**config.mk**
```make
export PLATFORM = sky130hd
export DESIGN_NAME = w_gen
export DESIGN_NICKNAME = d
export VERILOG_FILES = /design/src/rtl/w_gen.sv
export SDC_FILE = /design/constraint.sdc
export NUM_CORES = 1
export LEC_CHECK = 0
export CAP_MARGIN = 20
export CORE_ASPECT_RATIO = 1.75
export CORE_MARGIN = 2
export CORE_UTILIZATION = 58
export DETAILED_ROUTE_END_ITERATION = 16
export GPL_TIMING_DRIVEN = 1
export PLACE_DENSITY = 0.84
export SYNTH_ARGS = -nofsm -noshare
export SYNTH_HDL_FRONTEND = slang
export SYNTH_SLANG_ARGS = --single-unit
```
**constraint.sdc**
```tcl
create_clock -name clk -period 3.2 [get_ports clk]
set_clock_uncertainty 0.1 [all_clocks]
set_input_delay 0.32 -clock clk [delete_from_list [all_inputs] [get_ports clk]]
set_output_delay 0.32 -clock clk [all_outputs]
set_load 0.01 [all_outputs]
```
**src/rtl/w_gen.sv**
```systemverilog
// rtl/w_gen.sv - serializes a captured bit field MSB-first with optional gapped repeats
module w_gen #(
    parameter int GAP_CYCLES = 2
) (
    input  logic       clk,
    input  logic       rst,
    input  logic       start,
    input  logic [7:0] pattern,
    input  logic [3:0] len,
    input  logic [2:0] reps,
    output logic       w,
    output logic       busy,
    output logic       done,
    output logic       err
);

    typedef enum logic [1:0] {
        IDLE  = 2'd0,
        SHIFT = 2'd1,
        GAP   = 2'd2,
        DONE  = 2'd3
    } state_t;

    localparam logic [3:0] GAP_LAST = 4'(GAP_CYCLES - 1);

    state_t     state;
    logic [7:0] pat_q;
    logic [2:0] top_q;
    logic [2:0] idx;
    logic [2:0] rep_cnt;
    logic [3:0] gap_cnt;

    logic       len_ok;
    logic [2:0] top_in;
    logic [2:0] idx_next;

    // Request legality, index of the first bit to send, and the next bit index
    always_comb begin
        len_ok   = (len != 4'd0) && (len <= 4'd8);
        top_in   = len[2:0] - 3'd1;
        idx_next = idx - 3'd1;
    end

    // Control FSM; every output is a register updated here
    always_ff @(posedge clk) begin
        if (rst) begin
            state   <= IDLE;
            pat_q   <= 8'd0;
            top_q   <= 3'd0;
            idx     <= 3'd0;
            rep_cnt <= 3'd0;
            gap_cnt <= 4'd0;
            w       <= 1'b0;
            busy    <= 1'b0;
            done    <= 1'b0;
            err     <= 1'b0;
        end else begin
            done <= 1'b0;
            err  <= 1'b0;
            case (state)
                IDLE: begin
                    w    <= 1'b0;
                    busy <= 1'b0;
                    if (start) begin
                        if (len_ok) begin
                            pat_q   <= pattern;
                            top_q   <= top_in;
                            idx     <= top_in;
                            rep_cnt <= reps;
                            w       <= pattern[top_in];
                            busy    <= 1'b1;
                            state   <= SHIFT;
                        end else begin
                            err <= 1'b1;
                        end
                    end
                end
                SHIFT: begin
                    if (idx != 3'd0) begin
                        idx <= idx_next;
                        w   <= pat_q[idx_next];
                    end else if (rep_cnt != 3'd0) begin
                        rep_cnt <= rep_cnt - 3'd1;
                        gap_cnt <= GAP_LAST;
                        w       <= 1'b0;
                        state   <= GAP;
                    end else begin
                        w     <= 1'b0;
                        busy  <= 1'b0;
                        done  <= 1'b1;
                        state <= DONE;
                    end
                end
                GAP: begin
                    if (gap_cnt != 4'd0) begin
                        gap_cnt <= gap_cnt - 4'd1;
                    end else begin
                        idx   <= top_q;
                        w     <= pat_q[top_q];
                        state <= SHIFT;
                    end
                end
                DONE: begin
                    w     <= 1'b0;
                    busy  <= 1'b0;
                    state <= IDLE;
                end
                default: state <= IDLE;
            endcase
        end
    end

endmodule

```
# Word level (Yosys, flattened, before mapping)
# Index checks and enable logic that the tools add are counted.
totals:
  regBits: 27
  inputBits: 18
  output_inout_bits: 4
op_classes:
  add_sub_neg: 4
  order_cmp: 4
  n_eq_ne: 11
  muxes: 38
  bitwise_logic: 3
  n_reduce_logical: 18
ops:
  columns: ["operator", "n"]
  rows:
  - ["$mux 3", 8]
  - ["$ne 2x2->1 const B", 8]
  - ["$mux 1", 14]
  - ["$lt 3x4->1 const B", 3]
  - ["$mux 4", 3]
  - ["$reduce_bool 3->1", 4]
  - ["$reduce_and 5->1", 2]
  - ["$bmux 1 s3", 3]
  - ["$pmux 3 s3", 1]
  - ["$sub 3x1->3 const B", 3]
  - ["$mux 2", 4]
  - ["$pmux 2 s4", 1]
  - ["$pmux 4 s2", 1]
  - ["$reduce_and 4->1", 2]
  - ["$reduce_bool 4->1", 2]
  - ["$pmux 3 s2", 1]
  - ["$reduce_and 3->1", 2]
  - ["$reduce_or 3->1", 2]
  - ["$eq 2x2->1 const B", 2]
  - ["$le 4x4->1 const B", 1]
  - ["$pmux 1 s4", 1]
  - ["$reduce_bool 2->1", 2]
  - ["$sub 4x1->4 const B", 1]
  - ["$not 1->1", 3]
  - ["4 further kinds", 4]

# Longest topological paths before layout
logic_depth:
  ltp_word: 6
  ltp_mapped: 9
  depth_no_buf: 8

# Worst setup path before layout
# Ideal clock, no wire load.
synth_timing:
  path_type: "in2reg"
  from: "in len[0]"
  to: "reg pat_q[0]"
  setup_ns: 0.128
  arrival_time_ns: 1.825
  required_time_ns: 2.972
  slack_ns: 1.148
  stages: 9
  n_path_buf: 2
  cell_sequence: "inv_1 ha_1 nor2b_1 xnor2_1 and3_1 clkbuf_1 buf_2 mux2i_1 nor2_1"
synth_via:
  elab_chain_len: 3
  elab_cells_between_ends: 4
  classes_between: "1 x order compare; 3 x reduce/logical"
synth_lines:
  columns: ["item", "line_no", "text"]
  rows:
  - ["from (decl)", "9", "input logic [3:0] len,"]
  - ["$le 4x4->1 or $reduce_bool 4->1 (tied branches)", "39", "len_ok = (len != 4'd0) && (len <= 4'd8);"]
  - ["$logic_and 1x1->1 *", "39", null]
  - ["$reduce_and 3->1 (no source line) *", null, null]
  - ["to (signal assigned)", "66", "pat_q <= pattern;"]
  - ["to (decl)", "27", "logic [7:0] pat_q;"]
# Every way passes the cells marked *; elsewhere a longest branch is shown, timed or not.
# A chain may end at the register's enable or synchronous reset.

# Worst setup path in the final report
layout_timing:
  from: "in len[0]"
  to: "reg idx[0]"
layout_via:
  elab_chain_len: 4
  elab_cells_between_ends: 9
  classes_between: "1 x add/sub; 1 x order compare; 1 x eq/ne; 3 x mux; 3 x reduce/logical"
layout_lines:
  columns: ["item", "line_no", "text"]
  rows:
  - ["$sub 3x1->3", "40", "top_in = len[2:0] - 3'd1;"]
  - ["via top_in[0]", "34", "logic [2:0] top_in;"]
  - ["$mux 3", "65", "if (len_ok) begin"]
  - ["$mux 3", "64", "if (start) begin"]
  - ["$pmux 3 s3", "60", "case (state)"]
  - ["to (signal assigned)", "68", "idx <= top_in;"]
  - ["to (signal assigned)", "80", "idx <= idx_next;"]
  - ["to (signal assigned)", "98", "idx <= top_q;"]
  - ["to (decl)", "29", "logic [2:0] idx;"]
# The timed path passes the listed nets, and every way through them passes these cells. The select of a mux whose other input is x is not followed.

==> metrics.txt <==
minimum clock period=between 2000 and 3000 ps; Worst setup SP type=input port; Netlist cell types=between 40 and 50; first-pass GRT wire length=about 6500 µm; post-DP HPWL=between 2000 and 3000 µm; f_max=between 300 and 400 MHz; run status=finished, final reports clean; worst setup margin=634.3 ps; Simple-Gate Fraction of Synth Area=between 10% and 20%; ys flop type=dfxtp_1; largest net degree at the start of global routing=21; DRC Markers=0; Via density=roughly 6.4; worst-skew pair later-pin latency=around 280 ps; post-CTS setup buffers=0; clock sink count=27; nets=221; via count=1385; setup TNS=0 ps; initial antenna violation count=0; flip-flop and latch area=approximately 540 µm²; multi-input logic area=approximately 990 µm²; antenna-violating nets left=0; adder-cell area share of the yosys netlist=9.125%; Fill cells=200; CP max FO=5; die height=around 74 µm; Worst Path Arrival=approximately 2600 ps; cell-by-cell trace of the critical path=clkdlybuf4s50_1, inv_1, ha_1, nor2b_1, xnor2_1, a21boi_1, or3_4, o41ai_1; gr usage total=26.78%; max-cap violations=0; Compound-Gate Fraction of Synth Area=18.63%; crit path max-delay cell type=clkdlybuf4s50_1; required time worst endpoint=3270 ps; unrepaired setup endpoints after global routing=false; Rel. slew slack=roughly half; initial core utilization=61.16%; IO buf count=21; WL/cell=17.41 µm; CTS Hold Buffers Added=0; EDFF count, synth=0; max-slew violations=0; core area=~0.0027 mm²; post-synthesis sequential area ratio=32.85%; area grow syn2layout=15.74%; P per Cell Area=about 830 mW/mm²; Initial DRC Count=34; Syn Area/Cell=between 9 and 10 µm²; Crit path max-delay family=buffers and inverters; Synth Cell Area=roughly 0.0016 mm²; largest family of logic cells by synthesized area=compound AO/OA/AOI/OAI gates; CTS tree=built; XOR/XNOR Fraction of Synth Area=roughly 2.1%; CP endpoint kind=flip-flop; number of global-route vias before repair=1492; Ys Warns=0; VDD IR max=0.0005321 V; final hold violations=0; Async SR Flop Fraction=0%; worst-margin pin slew=roughly 770 ps; CTS root buffer=clkbuf_8; # diodes=0; Site Rows=25; mux cell area share after synthesis=between 10% and 20%; die area=about 0.0033 mm²; H-tree depth=1; gpl congestion=0.8487; worst-case clock buffer depth=2; ratio of final minimum period to clock period=80.18%; Cells after Synth=roughly 170; Hold WC Path Type=reg2reg; I/O pin count=22; drt total wl=between 3000 and 4000 µm; gr ovfl total=0; clock transition at the registers of the reported paths=roughly 90 ps; final setup fails=0; Seq cells post-synth=27; critical path class=in2reg; critical path's largest stage delay=590 ps; worst slack, placed=~330 ps; share of post-route cells with drive strength above 1=8.421%; TritonCTS Buffers=3; WP buf/inv=2; DR pass1 iterations=4; leakage=0.0007407 µW; Die W=~44 µm; Resize count post-CTS=0; syn_nets=203
## through the flow
| stage | std cells | cell area, µm² | hold slack [ps] | power [µW] | util, % |
|---|---|---|---|---|---|
| final | 217 | 1904 | 385.5 | 1579 | 70.79 |
| after global routing | 217 | 1904 | 417.0 | 1711 | 70.79 |
| after CTS | 217 | 1904 | 384.1 | 1583 | 70.79 |
| after detailed placement | 213 | 1858 | 370.9 | 1379 | 69.07 |
| after global placement | 213 | 1858 | 363.0 | 1322 | 69.07 |
| after floorplan | 173 | 1645 | 315.7 | 1166 | - |
## logic make-up (layout without fill, tap and decap cells)
group / after synthesis / in the layout
compound gates: 41 / 41
xor+xnor: 4 / 4
fa+ha+maj: 12 / 12
buf+inv: 29 / 46
flops: 27 / 27
mux: 22 / 22
simple gates: 38 / 38
## worst min-delay path: cells and delay by family, from the launching register on
family | cells | cell delay [ps]
compound gates | 2 | 120
flops | 1 | 320
## registers in the layout, indices dropped and copies added (netlist names)
register,flops
w,1
busy,1
top_q,3
idx,3
pat_q,8
done,1
gap_cnt,4
state,2
rep_cnt,3
err,1
## final timing paths
| path | from | to | slack [ps] | cells after the start |
|---|---|---|---|---|
| min reg2reg | busy | busy | 390 | 2 |
| max reg2reg | state[1] | rep_cnt[2] | 980 | 6 |
| min | busy | busy | 390 | 2 |
| max | len[0] | idx[0] | 630 | 8 |
## final cells by class
class	count	area share [%]
multi-input combinational	117	51.84
sequential	27	28.38
inverter	19	3.745
clock buffer	3	2.168
timing repair buffer	23	11.83
clock inverter	1	0.2628
tap	27	1.774
## report_power, final
group	leakage, µW	total (µW)	internal [µW]	switching (µW)
sequential	0.000221	497	424	73.7
combinational	0.000494	884	403	481
clock	0.0000255	198	87.5	110
## placed cells by master (no fill, tap or decap), types with 2 or more instances in the layout
cell / count
xor2_1: 3
mux2i_1: 15
ha_1: 12
clkdlybuf4s50_1: 21
a311oi_1: 5
a21oi_1: 7
clkbuf_8: 3
o311ai_1: 3
o21ai_0: 2
a31oi_1: 2
o41ai_1: 2
inv_1: 19
mux4_2: 6
nand2b_1: 2
nand2_1: 5
nor2_1: 14
nor3_1: 4
a221oi_1: 2
nand3_1: 2
o211ai_1: 3
buf_4: 2
a211oi_1: 5
dfxtp_1: 27
nor2b_1: 3
## cells in the mapped netlist, types with 4 or more instances
master	instances	share of area [%]
dfxtp_1	27	33
inv_1	19	4.3
mux2i_1	15	9.1
nor2_1	14	3.2
ha_1	12	9.1
a21oi_1	7	2.1
clkbuf_1	7	1.6
mux4_2	6	8.2
a211oi_1	5	2.3
a311oi_1	5	2.7
nand2_1	5	1.1
nor3_1	4	1.2
## routing by layer
| metal | track usage, % | vias up | part of all wire, % |
|---|---|---|---|
| li1 | - | 671 | - |
| met1 | 26.92 | 675 | 35 |
| met5 | 0 | - | 0 |
| met3 | 3.398 | 11 | 2.5 |
| met4 | 12.46 | 0 | 2.5 |
| met2 | 51.96 | 28 | 60 |
Note: power is estimated with default switching activity, not from simulation.
